File: src/rtl/reg_sel_pkg.sv
// Shared encodings for the register-select decoder: request modes and FSM states.
package reg_sel_pkg;

  localparam logic [1:0] MODE_HOLD  = 2'b00;
  localparam logic [1:0] MODE_PULSE = 2'b01;
  localparam logic [1:0] MODE_SCAN  = 2'b10;
  localparam logic [1:0] MODE_RSVD  = 2'b11;

  typedef enum logic [1:0] {
    ST_IDLE,
    ST_PULSE,
    ST_SCAN
  } state_e;

endpackage

File: src/rtl/onehot_dec.sv
// Combinational index-to-one-hot decoder with an in-range flag for partial output sets.
module onehot_dec #(
  parameter int unsigned SEL_W = 3,
  parameter int unsigned N_OUT = 8
) (
  input  logic [SEL_W-1:0] sel,
  output logic [N_OUT-1:0] onehot,
  output logic             in_range
);

  always_comb begin
    onehot = '0;
    for (int unsigned i = 0; i < N_OUT; i++) begin
      onehot[i] = (sel == SEL_W'(i));
    end
  end

  assign in_range = (32'(sel) < N_OUT);

endmodule

File: src/rtl/reg_sel_decoder.sv
// Registered register-select decoder: one-hot write strobe with hold, timed-pulse and scan modes,
// request/ready handshake, out-of-range detection and a completion flag.
module reg_sel_decoder
  import reg_sel_pkg::*;
#(
  parameter int unsigned SEL_W     = 3,
  parameter int unsigned N_OUT     = 8,
  parameter int unsigned PULSE_LEN = 1
) (
  input  logic             CLK,
  input  logic             RSTN,
  input  logic             EN,
  input  logic             REQ,
  input  logic [1:0]       MODE,
  input  logic [SEL_W-1:0] LINEIN,
  output logic             READY,
  output logic [N_OUT-1:0] LINEOUT,
  output logic             DONE,
  output logic             ERR
);

  localparam int unsigned      IDX_W      = (N_OUT > 1) ? $clog2(N_OUT) : 1;
  localparam logic [7:0]       PULSE_LAST = 8'(PULSE_LEN);
  localparam logic [IDX_W-1:0] SCAN_LAST  = IDX_W'(N_OUT - 1);

  state_e             state_q, state_d;
  logic [N_OUT-1:0]   lineout_q, lineout_d;
  logic               ready_q, ready_d;
  logic               done_q, done_d;
  logic               err_q, err_d;
  logic [7:0]         pulse_cnt_q, pulse_cnt_d;
  logic [IDX_W-1:0]   scan_idx_q, scan_idx_d;

  logic [N_OUT-1:0]   dec_onehot;
  logic               dec_in_range;
  logic               accept;
  logic               bad_req;

  onehot_dec #(
    .SEL_W (SEL_W),
    .N_OUT (N_OUT)
  ) u_dec (
    .sel      (LINEIN),
    .onehot   (dec_onehot),
    .in_range (dec_in_range)
  );

  assign accept  = REQ & ready_q & EN;
  // Scan ignores LINEIN, so only hold and pulse can be out of range.
  assign bad_req = (MODE == MODE_RSVD) || ((MODE != MODE_SCAN) && !dec_in_range);

  always_comb begin
    state_d     = state_q;
    lineout_d   = lineout_q;
    ready_d     = ready_q;
    done_d      = 1'b0;
    err_d       = 1'b0;
    pulse_cnt_d = pulse_cnt_q;
    scan_idx_d  = scan_idx_q;

    if (!EN) begin
      state_d     = ST_IDLE;
      lineout_d   = '0;
      ready_d     = 1'b1;
      pulse_cnt_d = '0;
      scan_idx_d  = '0;
    end else begin
      unique case (state_q)
        ST_IDLE: begin
          ready_d = 1'b1;
          if (accept) begin
            if (bad_req) begin
              err_d     = 1'b1;
              lineout_d = '0;
            end else begin
              case (MODE)
                MODE_HOLD: begin
                  lineout_d = dec_onehot;
                  done_d    = 1'b1;
                end
                MODE_PULSE: begin
                  lineout_d   = dec_onehot;
                  ready_d     = 1'b0;
                  pulse_cnt_d = 8'd1;
                  state_d     = ST_PULSE;
                end
                default: begin
                  lineout_d    = '0;
                  lineout_d[0] = 1'b1;
                  ready_d      = 1'b0;
                  scan_idx_d   = '0;
                  state_d      = ST_SCAN;
                end
              endcase
            end
          end
        end
        ST_PULSE: begin
          // Counter holds the number of cycles the strobe has already been high.
          if (pulse_cnt_q == PULSE_LAST) begin
            lineout_d   = '0;
            done_d      = 1'b1;
            ready_d     = 1'b1;
            pulse_cnt_d = '0;
            state_d     = ST_IDLE;
          end else begin
            pulse_cnt_d = pulse_cnt_q + 8'd1;
          end
        end
        ST_SCAN: begin
          if (scan_idx_q == SCAN_LAST) begin
            lineout_d  = '0;
            done_d     = 1'b1;
            ready_d    = 1'b1;
            scan_idx_d = '0;
            state_d    = ST_IDLE;
          end else begin
            lineout_d  = lineout_q << 1;
            scan_idx_d = scan_idx_q + IDX_W'(1);
          end
        end
        default: begin
          state_d   = ST_IDLE;
          lineout_d = '0;
          ready_d   = 1'b1;
        end
      endcase
    end
  end

  always_ff @(posedge CLK or negedge RSTN) begin
    if (!RSTN) begin
      state_q     <= ST_IDLE;
      lineout_q   <= '0;
      ready_q     <= 1'b1;
      done_q      <= 1'b0;
      err_q       <= 1'b0;
      pulse_cnt_q <= '0;
      scan_idx_q  <= '0;
    end else begin
      state_q     <= state_d;
      lineout_q   <= lineout_d;
      ready_q     <= ready_d;
      done_q      <= done_d;
      err_q       <= err_d;
      pulse_cnt_q <= pulse_cnt_d;
      scan_idx_q  <= scan_idx_d;
    end
  end

  assign READY   = ready_q;
  assign LINEOUT = lineout_q;
  assign DONE    = done_q;
  assign ERR     = err_q;

  a_lineout_onehot0: assert property (@(posedge CLK) disable iff (!RSTN) $onehot0(LINEOUT));
  a_done_err_excl:   assert property (@(posedge CLK) disable iff (!RSTN) !(DONE && ERR));

endmodule

File: config.mk
export PLATFORM = sky130hd
export DESIGN_NAME = reg_sel_decoder
export DESIGN_NICKNAME = d
export VERILOG_FILES = /design/src/rtl/reg_sel_pkg.sv /design/src/rtl/onehot_dec.sv /design/src/rtl/reg_sel_decoder.sv
export SDC_FILE = /design/constraint.sdc
export NUM_CORES = 1
export LEC_CHECK = 0
export CAP_MARGIN = 20
export CORE_MARGIN = 4
export CORE_UTILIZATION = 57
export CTS_BUF_LIST = sky130_fd_sc_hd__clkbuf_8
export DETAILED_ROUTE_END_ITERATION = 7
export PLACE_DENSITY = 0.92
export SKIP_CTS_REPAIR_TIMING = 1
export SYNTH_ARGS = -nofsm -noshare
export SYNTH_HDL_FRONTEND = slang
export SYNTH_SLANG_ARGS = --single-unit
File: constraint.sdc
create_clock -name CLK -period 2.2 [get_ports CLK]
set_input_delay 0.33 -clock CLK [delete_from_list [all_inputs] [get_ports CLK]]
set_output_delay 0.33 -clock CLK [all_outputs]
set_load 0.005 [all_outputs]
**Word level (Yosys, flattened, before mapping)**

Index checks and enable logic that the tools add are counted.

- Add/subtract/negate cells: 2
- Equality and inequality tests: 22
- Mux-type cells: 43
- Bitwise logic cells: 2
- Reductions and logical operators: 9

Operators by type and width:

| cell | count |
|---|---|
| $mux 8 | 11 |
| $pmux 8 s3 | 1 |
| $ne 3x3->1 const B | 6 |
| $pmux 8 s2 | 1 |
| $eq 3x3->1 const B | 5 |
| $mux 1 | 15 |
| $mux 3 | 5 |
| $mux 2 | 5 |
| $add 8x1->8 const B | 1 |
| $eq 8x1->1 const B | 1 |
| $reduce_and 4->1 | 2 |
| $eq 3x2->1 const B | 2 |
| $ne 3x1->1 const B | 2 |
| $pmux 1 s3 | 2 |
| $pmux 2 s3 | 1 |
| $pmux 3 s2 | 1 |
| $reduce_and 5->1 | 1 |
| $eq 2x1->1 const B | 2 |
| $eq 2x2->1 const B | 2 |
| $logic_not 2->1 | 2 |
| $pmux 2 s2 | 1 |
| $reduce_and 2->1 | 2 |
| $add 3x1->3 const B | 1 |
| $eq 3x1->1 const B | 1 |
| other kinds (4) | 5 |

- Bits in registers: 24
- Input port bits: 9
- Output and inout bits: 11

**Longest topological paths before layout**

- Depth after elaboration: 7
- Depth in mapped cells: 7
- Depth with buffers taken out: 6

**By module**

Synthesis repeated with hierarchy kept, for this count alone.

- Cells, all modules: 141
- Area, all modules: 1433.9 um2

By module, submodules not included:

| module | instances | cells an instance | area each (um2) | sequential area each (um2) |
|---|---|---|---|---|
| reg_sel_decoder | 1 | 131 | 1357.6 | 601.8 |
| onehot_dec | 1 | 10 | 76.3 | 0.0 |

**Worst setup path before layout**

No wires, ideal clock.

- Path type: input-to-reg
- From: input MODE[0]
- To: register scan_idx_q[0]
- Arrival time: 1.580 ns
- Data required time: 2.075 ns
- Setup slack: 0.496 ns
- Stages: 7
- Cells stage by stage: inv_1 -> ha_1 -> or2_1 -> clkbuf_1 -> a21o_1 -> a22o_1 -> mux2_2

- Word-level cells in the longest chain between the ends: 4
- Elaborated cells between the ends (all ways): 7

Ends and longest elaborated chain:

| element | line | RTL |
|---|---|---|
| start, declared | reg_sel_decoder.sv:14 | `input logic [1:0] MODE,` |
| $eq 2x1->1 or $logic_not 2->1 (tied branches) | reg_sel_decoder.sv:76 | `case (MODE)` |
| $reduce_or 2->1 (no source line) | - |  |
| $ne 3x3->1 (no source line) | - |  |
| $reduce_and 4->1 (no source line) * | - |  |
| end signal, assigned | reg_sel_decoder.sv:147 | `scan_idx_q <= scan_idx_d;` |
| end, declared | reg_sel_decoder.sv:32 | `logic [IDX_W-1:0] scan_idx_q, scan_idx_d;` |

Every way passes the cells marked *; elsewhere a longest branch is shown, timed or not.
A chain may end at the register's enable or synchronous reset.

**Worst setup path in the final report**

- From: input MODE[0]
- To: register pulse_cnt_q[2]

- Word-level cells in the longest chain between the ends: 3
- Elaborated cells between the ends (all ways): 5

Ends and longest elaborated chain:

| element | line | RTL |
|---|---|---|
| $eq 2x1->1 or $eq 2x2->1 (tied branches) | reg_sel_decoder.sv:76, reg_sel_decoder.sv:50 |  |
| $ne 3x2->1 (no source line) or $ne 3x3->1 (tied branches) | - |  |
| $reduce_and 4->1 (no source line) * | - |  |
| end signal, assigned | reg_sel_decoder.sv:146 | `pulse_cnt_q <= pulse_cnt_d;` |
| end, declared | reg_sel_decoder.sv:31 | `logic [7:0] pulse_cnt_q, pulse_cnt_d;` |

Marks and branches as above.

==> flow_summary.ini <==
[drt]
vias_per_cell = 6.24
route.detailed.drc = 0
detail-route-antenna-nets = 0
routed_wl_mm = 3.31
wl_per_cell_um = 16.7
first_iter_violations = 70
num_vias = 1236
firstDrtPassIters = 5

[sta]
hold_violations = 0
rsz0062_at_grt = false
fin_crit_ns = 1.98
drv_slew = 0
timing.final.crit_share_pct = 90.1
fmax_mhz = 504
clock_skew_ns = 0.00367
setup_violations = 0
tns_ns = 0
relSlewSlack_pct = 64.6
whs_ns = 0.407
tightestPinTransition_ns = 0.527

[critical_path]
startpoint_type = input pin
crit_slowest_cell = clkdlybuf4s50_1
crit_required_ns = 2.36
critical-path-max-stage-delay_ns = 0.46
critPathMaxFanout = 4
endpoint_kind = register
arrival_ns = 2.14
path_delay_family = compound AO/OA/AOI/OAI gates
path_cells = clkdlybuf4s50_1 -> ha_1 -> nand3b_1 -> a22oi_1 -> o21ai_0 -> a22o_1
path_buf_inv = 1
critical_path_class = input pin to register

[global_routing]
antenna_found_initial = 0
grt_pass1_vias = 1207
grt_start_max_net_pins = 25
grtUsageTotal_pct = 20.6
grt_pass1_wl_mm = 5.55
grt-ovfl-total = 0

[finish]
n_fill_cell = 177
layout_commonest_cell = dfrtp_1
final_layout_size_suffix_gt1_share_pct = 16.7
syn_to_final_growth_pct = 19.8
final_nets = 186
diodes = 0
final_cells = 198
final_area_sq_um = 1800
regArea_sq_um = 602
final_cell_mix = dfrtp_1, clkdlybuf4s50_1, nand2_1
multiInputGateArea_sq_um = 845
final_core_util_pct = 71.9

[power]
peakVddDrop_mv = 0.408
powerDensity_nw_per_um2 = 614
p_leak_nw = 0.788

[floorplanning]
core_sq_um = 2500
pin_count = 20
die_w_um = 59.3
die-area_sq_um = 3520
die_h_um = 59.3
start_util_pct = 60.0
rows = 18

[synth]
synth-async-reset-ratio_pct = 100
syn_area_sq_um = 1500
synth_area_leaders = dfrtp_1, ha_1, mux2_2, nor4b_4, a22o_1
syn-num-nets = 161
postSynthAreaPerCell_sq_um = 10.4
yosysTopAreaCell = dfrtp_1
postSynthRegisterBits = 24
synth_cell_types = 49
yosys_warnings = 0
synth-main-ff-cell = dfrtp_1
synth_enable_flop_cells = 0
synth_top_area_share_pct = 38.4
ys_seq_area_share_pct = 40.1
syn_inst = 144

[clocking]
path_clk_slew_ns = 0.08
h-tree-depth = 1
clock_path_buffers = 2
clock-sinks = 24
clk_latency_ns = 0.27
cts_root_buffer = clkbuf_8
cts_buffers = 3
cts_tree = yes

[hold_path]
hold_class = input pin to asynchronous set/reset pin

[outcome]
outcome = finished clean

[place]
postPlaceCellArea_sq_um = 1740
port_buffers = 19
hpwl_mm = 2.41
dp.cells = 194
gp_congestion = 0.871

[job]
drv_cap = 0
## sequential cells by signal, summed over array words and instances, names as in the netlist
register and flops:
LINEOUT 8, pulse_cnt_q 8, scan_idx_q 3, state_q 2, DONE 1, ERR 1
READY 1
## final timing paths
path,to,depth (start not counted),startpoint,slack [ns]
worst max register to register,LINEOUT[1],6,pulse_cnt_q[1],0.36
worst max-delay path,pulse_cnt_q[2],6,MODE[0],0.22
min in group CLK,LINEOUT[7],1,LINEOUT[7],0.52
worst min-delay path,scan_idx_q[1],2,RSTN,0.41
worst min register to register,LINEOUT[7],1,LINEOUT[7],0.52
max in group asynchronous,READY,2,RSTN,1.51
## stage by stage
step | setup WS (ns) | power, mW
final | 0.217 | 1.10
after global routing | 0.137 | 1.16
after CTS | 0.262 | 1.11
after detailed placement | -0.00729 | 0.801
after global placement | 0.0514 | 0.790
after floorplan | 0.496 | 0.688
## layer usage
layer	track usage, %	part of all wire [%]
met2	33.1	49
met3	3.27	4.0
met5	0	0
met4	9.06	1.8
met1	27.3	46
## cell type report
cell class,count,share of cell area (%)
multi-input cells,108,47.0
clock buffers,4,3.06
well taps,30,2.09
flip-flops and latches,24,33.5
inverters,8,1.67
repair buffers,24,12.7
## cell usage after synthesis, types with 2 or more instances
master,count
nand3b_1,2
mux2i_1,3
nand2_1,11
a32o_1,2
and3_1,2
a21boi_0,2
dfrtp_1,23
o21bai_1,2
nor4b_4,2
a31oi_1,2
a21oi_1,4
ha_1,8
nand3_1,5
a32oi_1,3
a22o_1,5
inv_1,8
nand4_1,3
nor3b_2,2
o21ai_0,8
nor2_1,4
clkbuf_1,2
nor4_1,2
nor2b_1,7
mux2_2,7
## kinds of logic (layout without fill, tap and decap cells)
family / count (synthesis) / after routing / share of synthesized area (%)
flops: 24 / 24 / 40.1
buf+inv: 12 / 36 / 3.59
compound gates: 39 / 39 / 19.9
mux: 10 / 10 / 7.26
fa+ha+maj: 8 / 8 / 6.67
simple gates: 51 / 51 / 22.4
## power breakdown
| group | leakage (nW) | total (mW) | switching, mW | internal (mW) |
|---|---|---|---|---|
| clock network | 0.0288 | 0.304 | 0.144 | 0.160 |
| registers | 0.328 | 0.517 | 0.0407 | 0.476 |
| logic | 0.432 | 0.282 | 0.142 | 0.140 |
(Power assumes the default switching activity.)
==> edit 1 (same flow settings) <==
Make the reset (`RSTN`) synchronous in one clocked block.
--- a/src/rtl/reg_sel_decoder.sv
+++ b/src/rtl/reg_sel_decoder.sv
@@ -128,7 +128,7 @@
     end
   end
 
-  always_ff @(posedge CLK or negedge RSTN) begin
+  always_ff @(posedge CLK) begin
     if (!RSTN) begin
       state_q     <= ST_IDLE;
       lineout_q   <= '0;
Behaviour: differs if RSTN is asserted again (counterexample within 4 cycles, from zero or initial values and one cycle with RSTN low); with RSTN held inactive, the same outputs for 10 cycles.
==> edit 1 against the unedited design <==
  * Sequential cell count stayed put
  * Hold slack gained 0.076 ns
  * Setup slack gained 0.15 ns
  * Design area shrank 12%
  * Routed wire length grew 5.6%
  * Critical endpoint is now LINEOUT[7]
  * Critical path type unchanged
  * Area after synthesis down 14%
  * Non-clock buffer count shrank 2
Power is not compared: it rests on default switching activity, and its combinational part moved more than twofold at a synthesized area within 25%.
==> edit 1: results (changes against the unedited design) <==
metric;value;unit;change
status;finished, final reports clean;;unchanged
multi_input_cells;123;;was 108
clkLatencyLatePin;0.27;ns;about the same
cp.arrival;2.02;ns;was 2.14 ns
firstDrtPassIters;5;;unchanged
r2r_cells;4;;was 6
met3_usage;4.87;%;was 3.27%
fin_cells;206;;was 198
yosys.area_share.adder;8.68;%;was 6.67%
synth_compound_gate_area_share;27.0;%;was 19.9%
relSlewSlack;62.3;%;was 64.6%
synthTopCellsByArea;dfxtp_1 37%, ha_1 8.7%, a21oi_1 6.6%;;was dfrtp_1 38%, ha_1 6.7%, mux2_2 5.3%
antenna_cells;0;;unchanged
reg2reg_to;LINEOUT[7];;was LINEOUT[1]
inverters;5;;was 8
seq_area_frac_synth;37.0;%;was 40.1%
grt_util_all_layers;23.7;%;was 20.6%
multi_input_area_share;49.3;%;was 47.0%
crit_path_max_fanout;6;;was 4
syn-mean-instance-area;8.26;µm²;was 10.4 µm²
hpwl;2.49;mm;was 2.41 mm
met1_usage;30.2;%;was 27.3%
r2r_slack;0.38;ns;was 0.36 ns
buffer_area_share;13.4;%;was 12.7%
place_congestion;0.896;;was 0.871
synthMuxAreaShare;0;%;was 7.26%
critPathTopFamily;simple AND/OR/NAND/NOR gates;;was compound AO/OA/AOI/OAI gates
final-seq-area;480;µm²;was 602 µm²
multi_input_area;779;µm²;was 845 µm²
grt_pass1_vias;1276;;was 1,207
hold_ws;0.483;ns;was 0.407 ns
grt_pass1_wl;5.92;mm;was 5.55 mm
grt_max_degree;16;;was 25
skew;0.00461;ns;was 0.00367 ns
finalNetCount;197;;was 186
hp-class;flip-flop to flip-flop;;was primary input to async pin
n_all_buffers;22;;was 24
fillers;162;;was 177
fmax;547;MHz;was 504 MHz
dr.max_layer_used;met4;;unchanged
ys_types;35;;was 49
post-place-ws;0.105;ns;was -0.00729 ns
design.seq.count;24;;unchanged
drive_above_1_share;5.62;%;was 16.7%
synth_top_cells_by_count;24 x dfxtp_1, 17 x a21oi_1, 17 x o21ai_0, 11 x nor2_1;;was 23 x dfrtp_1, 11 x nand2_1, 8 x ha_1, 8 x inv_1, 8 x o21ai_0
routedLengthMet1;1.38;mm;was 1.51 mm
syn_nets;175;;was 161
met3_wirelength;312;µm;was 134 µm
r2r_start;state_q[1];;was pulse_cnt_q[1]
async_reset_ff_share;0;%;was 100%
grt_use_met2;40.2;%;was 33.1%
place_area;1530;µm²;was 1740 µm²
-- edit 1: cell count changes in the layout (fill, tap and decap cells not counted), sizes merged, moves of 9 or more --
cell,change
o21ai,+9
dfxtp,+24
dfrtp,-23
a21oi,+12
nor3,+9
-- edit 1: logic make-up (layout without fill, tap and decap cells) --
family | after synthesis | after routing
AND/OR/NAND/NOR | 57 | 57
adder cells (fa/ha/maj) | 9 | 9
AO/OA/AOI/OAI | 57 | 57
buffers and inverters | 10 | 31
flip-flops | 24 | 24
-- edit 1: worst max path at each step --
stage	startpoint	endpoint	depth (start not counted)
after floorplan	pulse_cnt_q[1]	LINEOUT[0]	6
after global placement	MODE[1]	LINEOUT[2]	7
after detailed placement	MODE[1]	LINEOUT[2]	7
after CTS	MODE[1]	scan_idx_q[1]	7
after global routing	state_q[1]	LINEOUT[7]	4
final	MODE[1]	LINEOUT[7]	6
==> edit 2 (config.mk and constraints unchanged) <==
Without the edit above. `SEL_W` is set to 3 in 2 places; all go to 2.
--- a/src/rtl/onehot_dec.sv
+++ b/src/rtl/onehot_dec.sv
@@ -1,6 +1,6 @@
 // Combinational index-to-one-hot decoder with an in-range flag for partial output sets.
 module onehot_dec #(
-  parameter int unsigned SEL_W = 3,
+  parameter int unsigned SEL_W = 2,
   parameter int unsigned N_OUT = 8
 ) (
   input  logic [SEL_W-1:0] sel,
--- a/src/rtl/reg_sel_decoder.sv
+++ b/src/rtl/reg_sel_decoder.sv
@@ -3,7 +3,7 @@
 module reg_sel_decoder
   import reg_sel_pkg::*;
 #(
-  parameter int unsigned SEL_W     = 3,
+  parameter int unsigned SEL_W     = 2,
   parameter int unsigned N_OUT     = 8,
   parameter int unsigned PULSE_LEN = 1
 ) (
Ports: changed (resized LINEIN); port bits go from 20 to 19. The function was not compared with the original's and may differ.
==> edit 2 against the unedited design <==
  * Setup slack improved by 0.043 ns
  * Largest power group unchanged
  * Sequential cell count did not move
  * Register-to-register slack worse by 0.099 ns
  * Non-clock buffer count shrank 1
  * Area after synthesis fell by 3.7%
  * First-iteration DRC count unchanged
  * Total power rose by 5.1%
  * Design area decreased by 3.2%
  * Combinational power shrank 11%
  * Routed wire length grew 12%
  * Hold slack better by 0.0035 ns
==> edit 2: results (changes against the unedited design) <==
metric;value;unit;change
status;finished, final reports clean;;unchanged
skew;0.00108;ns;was 0.00367 ns
post-place-ws;0.0632;ns;was -0.00729 ns
hpwl;2.62;mm;was 2.41 mm
initialDrtViolationCount;70;;unchanged
place_congestion;0.907;;was 0.871
leakage;0.755;nW;was 0.788 nW
antenna_cells;0;;unchanged
syn_nets;158;;was 161
fillers;150;;was 177
drive_above_1_share;11.6;%;was 16.7%
via_per_inst;6.76;;was 6.24
htree_levels;1;;unchanged
worstSetupPathType;flip-flop to flip-flop;;was primary input to flip-flop
synthTopCellsByArea;dfrtp_1 40%, ha_1 6.9%, a22oi_1 3.1%;;was dfrtp_1 38%, ha_1 6.7%, mux2_2 5.3%
portBuffers;18;;was 19
grt_pass1_wl;6.13;mm;was 5.55 mm
synthMuxAreaShare;0.693;%;was 7.26%
r2r_start;pulse_cnt_q[1];;unchanged
grt_pass1_vias;1290;;was 1,207
clk_pin_slew;0.09;ns;
fin_cells;192;;was 198
hp-class;primary input to async pin;;unchanged
critPathTopFamily;compound AO/OA/AOI/OAI gates;;unchanged
synth-xor-area-share;0.606;%;was 0%
cp_slowest_cell;nor3b_2;;was clkdlybuf4s50_1
synth_compound_gate_area_share;24.8;%;was 19.9%
ir_drop;0.000505;V;was 0.000408 V
ys_warn_count;0;;unchanged
yosys.area.top_type;dfrtp_1;;unchanged
worst_slew_pin_slew;0.520;ns;was 0.527 ns
met3_wirelength;233;µm;was 134 µm
routedLengthMet1;1.57;mm;was 1.51 mm
grt_util_all_layers;23.7;%;was 20.6%
crit_path_max_fanout;16;;was 4
cts_buffers;3;;unchanged
wl;3.69;mm;was 3.31 mm
reg2reg_to;LINEOUT[0];;was LINEOUT[1]
met1_usage;30.8;%;was 27.3%
clk_path_buf_depth;2;;unchanged
syn-mean-instance-area;10.2;µm²;was 10.4 µm²
yosys.area_share.adder;6.93;%;was 6.67%
p_sw;0.325;mW;was 0.326 mW
ys_types;48;;was 49
met3_usage;3.51;%;was 3.27%
finalNetCount;181;;was 186
r2r_slack;0.26;ns;was 0.36 ns
slowest_delay;0.45;ns;
synth_top_cells_by_count;23 x dfrtp_1, 12 x nand2_1, 9 x nor2_1, 8 x ha_1, 7 x a21oi_1;;was 23 x dfrtp_1, 11 x nand2_1, 8 x ha_1, 8 x inv_1, 8 x o21ai_0
hold_ws;0.411;ns;was 0.407 ns
finalCritPeriodShare;88.1;%;was 90.1%
seq_area_frac_synth;41.6;%;was 40.1%
grt_use_met2;40.7;%;was 33.1%
dr_wl_met2;1.87;mm;was 1.61 mm
cp.arrival;2.09;ns;was 2.14 ns
post-route-cell-area;1740;µm²;was 1800 µm²
r2r_cells;6;;unchanged
## edit 2: changes by cell type after synthesis, moves of 3 or more
cell | before | now
nor2_1 | 4 | 9
inv_1 | 8 | 5
mux2_2 | 7 | 0
nand2b_1 | 1 | 4
nor2b_1 | 7 | 1
o211ai_1 | 0 | 3
o21ai_0 | 8 | 5
a21oi_1 | 4 | 7
a22oi_1 | 1 | 6
## edit 2: cell type report
class	count	area share (%)
clock buffer	3	2.37
tap	28	2.01
sequential	24	34.6
clock inverter	1	1.73
multi-input combinational	108	45.7
inverter	5	1.08
timing repair buffer	23	12.5
## edit 2: power groups by stage
stage | registers (mW) | clock network [mW] | logic (mW)
4_1_cts | 0.516 | 0.386 | 0.248
3_3_place_gp | 0.521 | 0 | 0.230
3_5_place_dp | 0.524 | 0 | 0.244
2_1_floorplan | 0.508 | 0 | 0.151
6_report | 0.519 | 0.391 | 0.251
5_1_grt | 0.524 | 0.407 | 0.273
